[src/rtl/sub_serial.sv]
// ---------------------------------------------------------------------------
// sub_serial : bit-serial unsigned subtractor, D = A - B, LSB first.
//
// One full-subtractor cell plus a borrow flip-flop processes one bit per
// clock. A start pulse in IDLE latches the operands. W clocks later the
// result is loaded into D/Bo and done pulses for one cycle. After that the
// block returns to IDLE.
//
// Optional build macro: SUB_SERIAL_SAT_EN
//   When defined, an underflow (final borrow = 1) loads D with 0 instead of
//   the wrapped difference. Bo still reports the borrow.
//
// Ports:
//   clk   in  1  rising-edge clock
//   rst   in  1  asynchronous active-high reset
//   start in  1  request pulse, honoured only in IDLE
//   A     in  W  minuend, captured on the accept edge
//   B     in  W  subtrahend, captured on the accept edge
//   busy  out 1  high while the serial operation runs
//   done  out 1  one-cycle pulse; D/Bo are valid while it is high
//   D     out W  difference, held until the next result is loaded
//   Bo    out 1  final borrow (A < B), held with D
// ---------------------------------------------------------------------------
module sub_serial #(
  parameter int W = 4
) (
  input  logic         clk,
  input  logic         rst,
  input  logic         start,
  input  logic [W-1:0] A,
  input  logic [W-1:0] B,
  output logic         busy,
  output logic         done,
  output logic [W-1:0] D,
  output logic         Bo
);

  localparam int CW = $clog2(W + 1);

  typedef enum logic [1:0] {
    IDLE = 2'd0,
    BUSY = 2'd1,
    DONE = 2'd2
  } state_t;

  state_t state, state_nxt;

  logic [W-1:0]  ra, rb, res;
  logic          br;
  logic [CW-1:0] cnt;

  logic          d_bit, br_nxt, last_bit;
  logic [W-1:0]  res_nxt, d_load;

  // Full-subtractor cell: returns {borrow_out, difference}.
  function automatic logic [1:0] full_sub(input logic a, input logic b, input logic bi);
    logic d, bo;
    d  = a ^ b ^ bi;
    bo = (~a & b) | (~(a ^ b) & bi);
    return {bo, d};
  endfunction

  // Serial datapath: current bit, next borrow and next result register.
  always_comb begin
    {br_nxt, d_bit} = full_sub(ra[0], rb[0], br);
    last_bit        = (cnt == CW'(W - 1));
    // The new bit enters at the MSB; the oldest bit falls off the LSB.
    res_nxt         = W'({d_bit, res} >> 1);
`ifdef SUB_SERIAL_SAT_EN
    if (br_nxt) begin
      d_load = {W{1'b0}};
    end else begin
      d_load = res_nxt;
    end
`else
    d_load = res_nxt;
`endif
  end

  // Next-state logic.
  always_comb begin
    state_nxt = state;
    case (state)
      IDLE: begin
        if (start) begin
          state_nxt = BUSY;
        end else begin
          state_nxt = IDLE;
        end
      end
      BUSY: begin
        if (last_bit) begin
          state_nxt = DONE;
        end else begin
          state_nxt = BUSY;
        end
      end
      DONE:    state_nxt = IDLE;
      default: state_nxt = IDLE;
    endcase
  end

  // State register.
  always_ff @(posedge clk or posedge rst) begin
    if (rst) begin
      state <= IDLE;
    end else begin
      state <= state_nxt;
    end
  end

  // Operand/result shift registers, borrow, bit counter and held outputs.
  always_ff @(posedge clk or posedge rst) begin
    if (rst) begin
      ra  <= {W{1'b0}};
      rb  <= {W{1'b0}};
      res <= {W{1'b0}};
      br  <= 1'b0;
      cnt <= {CW{1'b0}};
      D   <= {W{1'b0}};
      Bo  <= 1'b0;
    end else begin
      case (state)
        IDLE: begin
          if (start) begin
            ra  <= A;
            rb  <= B;
            res <= {W{1'b0}};
            br  <= 1'b0;
            cnt <= {CW{1'b0}};
          end
        end
        BUSY: begin
          ra  <= ra >> 1;
          rb  <= rb >> 1;
          res <= res_nxt;
          br  <= br_nxt;
          cnt <= cnt + CW'(1);
          // D/Bo change only here, so they stay stable through later operations.
          if (last_bit) begin
            D  <= d_load;
            Bo <= br_nxt;
          end
        end
        default: begin
        end
      endcase
    end
  end

  assign busy = (state == BUSY);
  assign done = (state == DONE);

endmodule

[config.mk]
export PLATFORM = sky130hd
export DESIGN_NAME = sub_serial
export DESIGN_NICKNAME = d
export VERILOG_FILES = /design/src/rtl/sub_serial.sv
export SDC_FILE = /design/constraint.sdc
export NUM_CORES = 1
export LEC_CHECK = 0
export CAP_MARGIN = 5
export CORE_ASPECT_RATIO = 1.1
export CORE_MARGIN = 2
export CORE_UTILIZATION = 35
export CTS_CLUSTER_SIZE = 14
export DETAILED_ROUTE_END_ITERATION = 8
export PLACE_DENSITY = 0.59
export SYNTH_ARGS = -nofsm -noshare
export SYNTH_HDL_FRONTEND = slang
export SYNTH_SLANG_ARGS = --single-unit
[constraint.sdc]
create_clock -name clk -period 2 [get_ports clk]
set_input_delay 0.2 -clock clk [delete_from_list [all_inputs] [get_ports clk]]
set_output_delay 0.2 -clock clk [all_outputs]
set_load 0.05 [all_outputs]
# Word level (Yosys, flattened, before mapping)
# Index checks and enable logic that the tools add are counted.
# word_totals
reg_bits	23
output_inout_bits	7
elab_cells	37
# classes
addsub	1
n_eq_ne	4
muxes	13
n_bitwise	7
reduce_logical	4
# op_table
operator	n
$pmux 4 s2	3
$mux 4	3
$pmux 3 s2	1
$pmux 2 s2	1
$reduce_and 2->1	2
$add 3x1->3 const B	1
$eq 3x2->1 const B	1
$mux 3	1
$and 1x1->1	2
$eq 2x1->1 const B	1
$eq 2x2->1 const B	1
$logic_not 2->1	1
$mux 1	2
$mux 2	1
$ne 2x2->1 const B	1
$not 1->1	2
$pmux 1 s2	1
$reduce_bool 2->1	1
$xor 1x1->1	2
$or 1x1->1	1

# Logic depth before layout (Yosys ltp)
# Gate-level depths: netlist (run 1).
# depth
word_depth	5
mapped_depth	4
ltp_nobuf	4

# Least setup slack after synthesis (run 1)
# No wires, ideal clock.
# synth_timing
path_kind	reg2out
startpoint	register state[0]
endpoint	output done
arrival_time_ps	1354
required_ps	1800
setup_slack_ps	446
stages_incl_launch_ff	4
cell_sequence	dfrtp_1 -> buf_6 -> buf_2 -> nor2b_1
# synth_via
elab_chain_len	1
# synth_lines
element	line_no	text
from (decl)	46	state_t state, state_nxt;
from (signal assigned)	108	state <= state_nxt;
$eq 2x2->1	152	assign done = (state == DONE);
to (decl)	33	output logic done,
# No other way between the ends.

# Worst setup path after layout (run 1)
# layout_timing
startpoint	register state[1]
endpoint	output busy
# layout_via
elab_chain_len	1
# layout_lines
element	line_no	text
$eq 2x1->1	151	assign busy = (state == BUSY);
to (decl)	32	output logic busy,
# No other way between the ends.

==> results.sh, run 1 <==
export IMPL_finalSetupViolCount=0
export IMPL_cts_resized=0
export IMPL_synth_compound_area_share_pct=15.4
export IMPL_drtPass1Iterations=2
export IMPL_clk_pin_slew_worst_paths_ns=0.12
export IMPL_grt_max_degree=23
export IMPL_rrSetupSlack_ns=0.39
export IMPL_status="finished clean"
export IMPL_post_cts_buffers=0
export IMPL_worstPathRequired_ns=1.80
export IMPL_avgSynthCellArea_sq_um=13.0
export IMPL_routed_wl_met3_um=86
export IMPL_cts_tree="built"
export IMPL_rsz0062_at_grt="no"
export IMPL_yosysUniqueCellTypes=25
export IMPL_async_flop_share_pct=100
export IMPL_drive_above_1_share_pct=18.8
export IMPL_ys_ff_latch=22
export IMPL_dieArea_sq_um=3350
export IMPL_tns_ns=0
export IMPL_start_kind="flop"
export IMPL_fin_util_pct=44.8
export IMPL_syn2layout_area_growth_pct=22.4
export IMPL_gp_congestion=0.686
export IMPL_die_w_um=55.4
export IMPL_wire_per_inst_um=13.7
export IMPL_slew_viol_final=0
export IMPL_layout_commonest_cell="dfrtp_1"
export IMPL_crit_slowest_cell="dfrtp_1"
export IMPL_wl_met2_um=798
export IMPL_cts_root_buf="clkbuf_4"
export IMPL_cts_sinks=22
export IMPL_start_util_pct=36.6
export IMPL_grt_pass1_wl_um=3090
export IMPL_fmax_ghz=0.576
export IMPL_via_per_inst=5.07
export IMPL_leakage_nw=0.570
export IMPL_critPathMaxFanout=17
export IMPL_n_antenna_cell=0
export IMPL_io_pins=18
export IMPL_final_area_sq_um=1240
export IMPL_yosys_mux_area_fraction_pct=6.40
export IMPL_grt_pass1_vias=665
export IMPL_cts_path_max_buffers=2
export IMPL_ctsHoldBuffers=0
export IMPL_io_buffer_count=17
export IMPL_grt_total_usage_pct=12.3
export IMPL_r2r_start="cnt[0]$_DFFE_PP0P_"
export IMPL_overflow=0
export IMPL_cp_cell_sequence="nand2b_4, inv_1, buf_12"
export IMPL_syn_area_sq_um=1020
export IMPL_tightestPinTransition_ns=0.489
export IMPL_drv_cap=0
export IMPL_hpwl_um=1260
export IMPL_ir_drop_mv=0.756
export IMPL_drc=0
export IMPL_syn_inst=78
export IMPL_htreeDepth=1
export IMPL_post_route_period_util_pct=86.9
export IMPL_synth_xor_area_share_pct=0
export IMPL_worst_setup_path_end_kind="output pin"
export IMPL_hold_violations=0
export IMPL_yosys_most_used_dff="dfrtp_1"
export IMPL_fin_worst_skew_ns=0.00779
export IMPL_critPathArrivalTime_ns=1.54
export IMPL_wl_um=1770
export IMPL_highest_layer="met4"
export IMPL_vias=654
export IMPL_yosysWarnings=0
export IMPL_met1_length_um=870
export IMPL_synth_top_family_by_area="compound AO/OA/AOI/OAI gates"
export IMPL_yosys_area_share_simple_pct=12.8
export IMPL_synth_edf_count=0
export IMPL_clk_latency_ns=0.30
export IMPL_first_iter_violations=10
export IMPL_syn_nets=92
export IMPL_slowest_delay_ns=0.64
export IMPL_antenna_found_initial=0
export IMPL_min_period_ns=1.74
export IMPL_critical_path_startpoint="state[1]$_DFF_PP0_"
export IMPL_dpl_cell_area_sq_um=1220
export IMPL_slew_headroom_pct=67.3
export IMPL_nets=112
export IMPL_synth_fa_ha_area_share_pct=4.43
export IMPL_cts_buffers=3
export IMPL_layout_common_cells="dfrtp_1, clkdlybuf4s50_1, inv_1"
export IMPL_ys_seq_area_share_pct=54.1
export IMPL_powerDensity_nw_per_um2=1620
export IMPL_crit_type="reg2out"
export IMPL_coreArea_sq_um=2780
export IMPL_hp_class="in2async"
export IMPL_ant_nets=0
export IMPL_dieHeight_um=60.5
export IMPL_num_rows=20
==> per-layer routing <==
layer	GRT usage [%]	vias up
li1	-	322
met1	15.9	314
met2	19.6	16
met3	2.99	2
met4	6.27	0
met5	0	-
==> power by group <==
part,switching (mW),internal (mW),total [mW]
sequential,0.131,0.648,0.779
combinational,0.553,0.489,1.04
clock,0.122,0.0701,0.192
==> logic make-up after synthesis <==
family / after synthesis
buffers and inverters: 15
adders and majority gates: 3
AOI/OAI and AO/OA: 17
and+or+nand+nor: 15
DFF: 22
muxes: 6
==> worst max-delay path: cells and delay by family (launching register included) <==
| kind | cells | cell delay [ns] |
|---|---|---|
| flops | 1 | 0.64 |
| buf+inv | 2 | 0.34 |
| simple gates | 1 | 0.26 |
==> area by class of cell <==
type                            count  area (sq um)
Timing Repair Buffer               19           193
Sequential cell                    22           551
Fill cell                         258          1530
Multi-Input combinational cell     41           397
Inverter                           11          41.3
Tap cell                           33          41.3
Clock buffer                        3          22.5
==> cell usage after synthesis, types with 2 or more instances <==
master,n,area [sq um]
inv_1,11,41.3
o221a_2,2,22.5
and4bb_2,2,25.0
dfrtp_1,22,551
mux2i_1,2,20.0
mux2_2,4,45.0
buf_2,2,10.0
ha_1,2,25.0
a211o_1,2,17.5
or4b_1,2,20.0
a22o_1,4,35.0
nor4b_1,4,35.0
a221oi_1,4,35.0
nor2_1,2,7.51
nor3b_1,2,15.0
o22ai_1,2,12.5
==> state kept, by name, summed over array words and instances, names as in the netlist <==
name / count
res: 3
rb: 4
ra: 4
cnt: 3
state: 2
D: 4
br: 1
Bo: 1
==> path summary, 6_finish.rpt <==
check	end	depth (start not counted)
max	busy	3
min	D[0]$_DFFE_PP0P_	3
max reg2reg	D[2]$_DFFE_PP0P_	4
min reg2reg	cnt[0]$_DFFE_PP0P_	1
max in group asynchronous	ra[2]$_DFFE_PP0P_	3
min in group clk	cnt[0]$_DFFE_PP0P_	1
==> stage by stage <==
step	hold WS (ns)	setup WS, ns	total power [mW]	std cells
2_1_floorplan	0.189	0.446	1.56	78
3_3_place_gp	0.468	0.406	1.82	126
3_5_place_dp	0.477	0.348	1.84	126
4_1_cts	0.222	0.234	2.04	129
5_1_grt	0.268	0.154	2.17	129
6_report	0.212	0.262	2.01	129
Note: power is estimated with default switching activity, not from simulation.
==> run 2, diff against run 1 <==
--- a/config.mk
+++ b/config.mk
@@ -12,6 +12,7 @@
 export CTS_CLUSTER_SIZE = 14
 export DETAILED_ROUTE_END_ITERATION = 8
 export PLACE_DENSITY = 0.59
+export SKIP_CTS_REPAIR_TIMING = 1
 export SYNTH_ARGS = -nofsm -noshare
 export SYNTH_HDL_FRONTEND = slang
 export SYNTH_SLANG_ARGS = --single-unit
==> results of run 2 <==
Same layout as run 1: the final DEF is identical, and so are final timing and power.
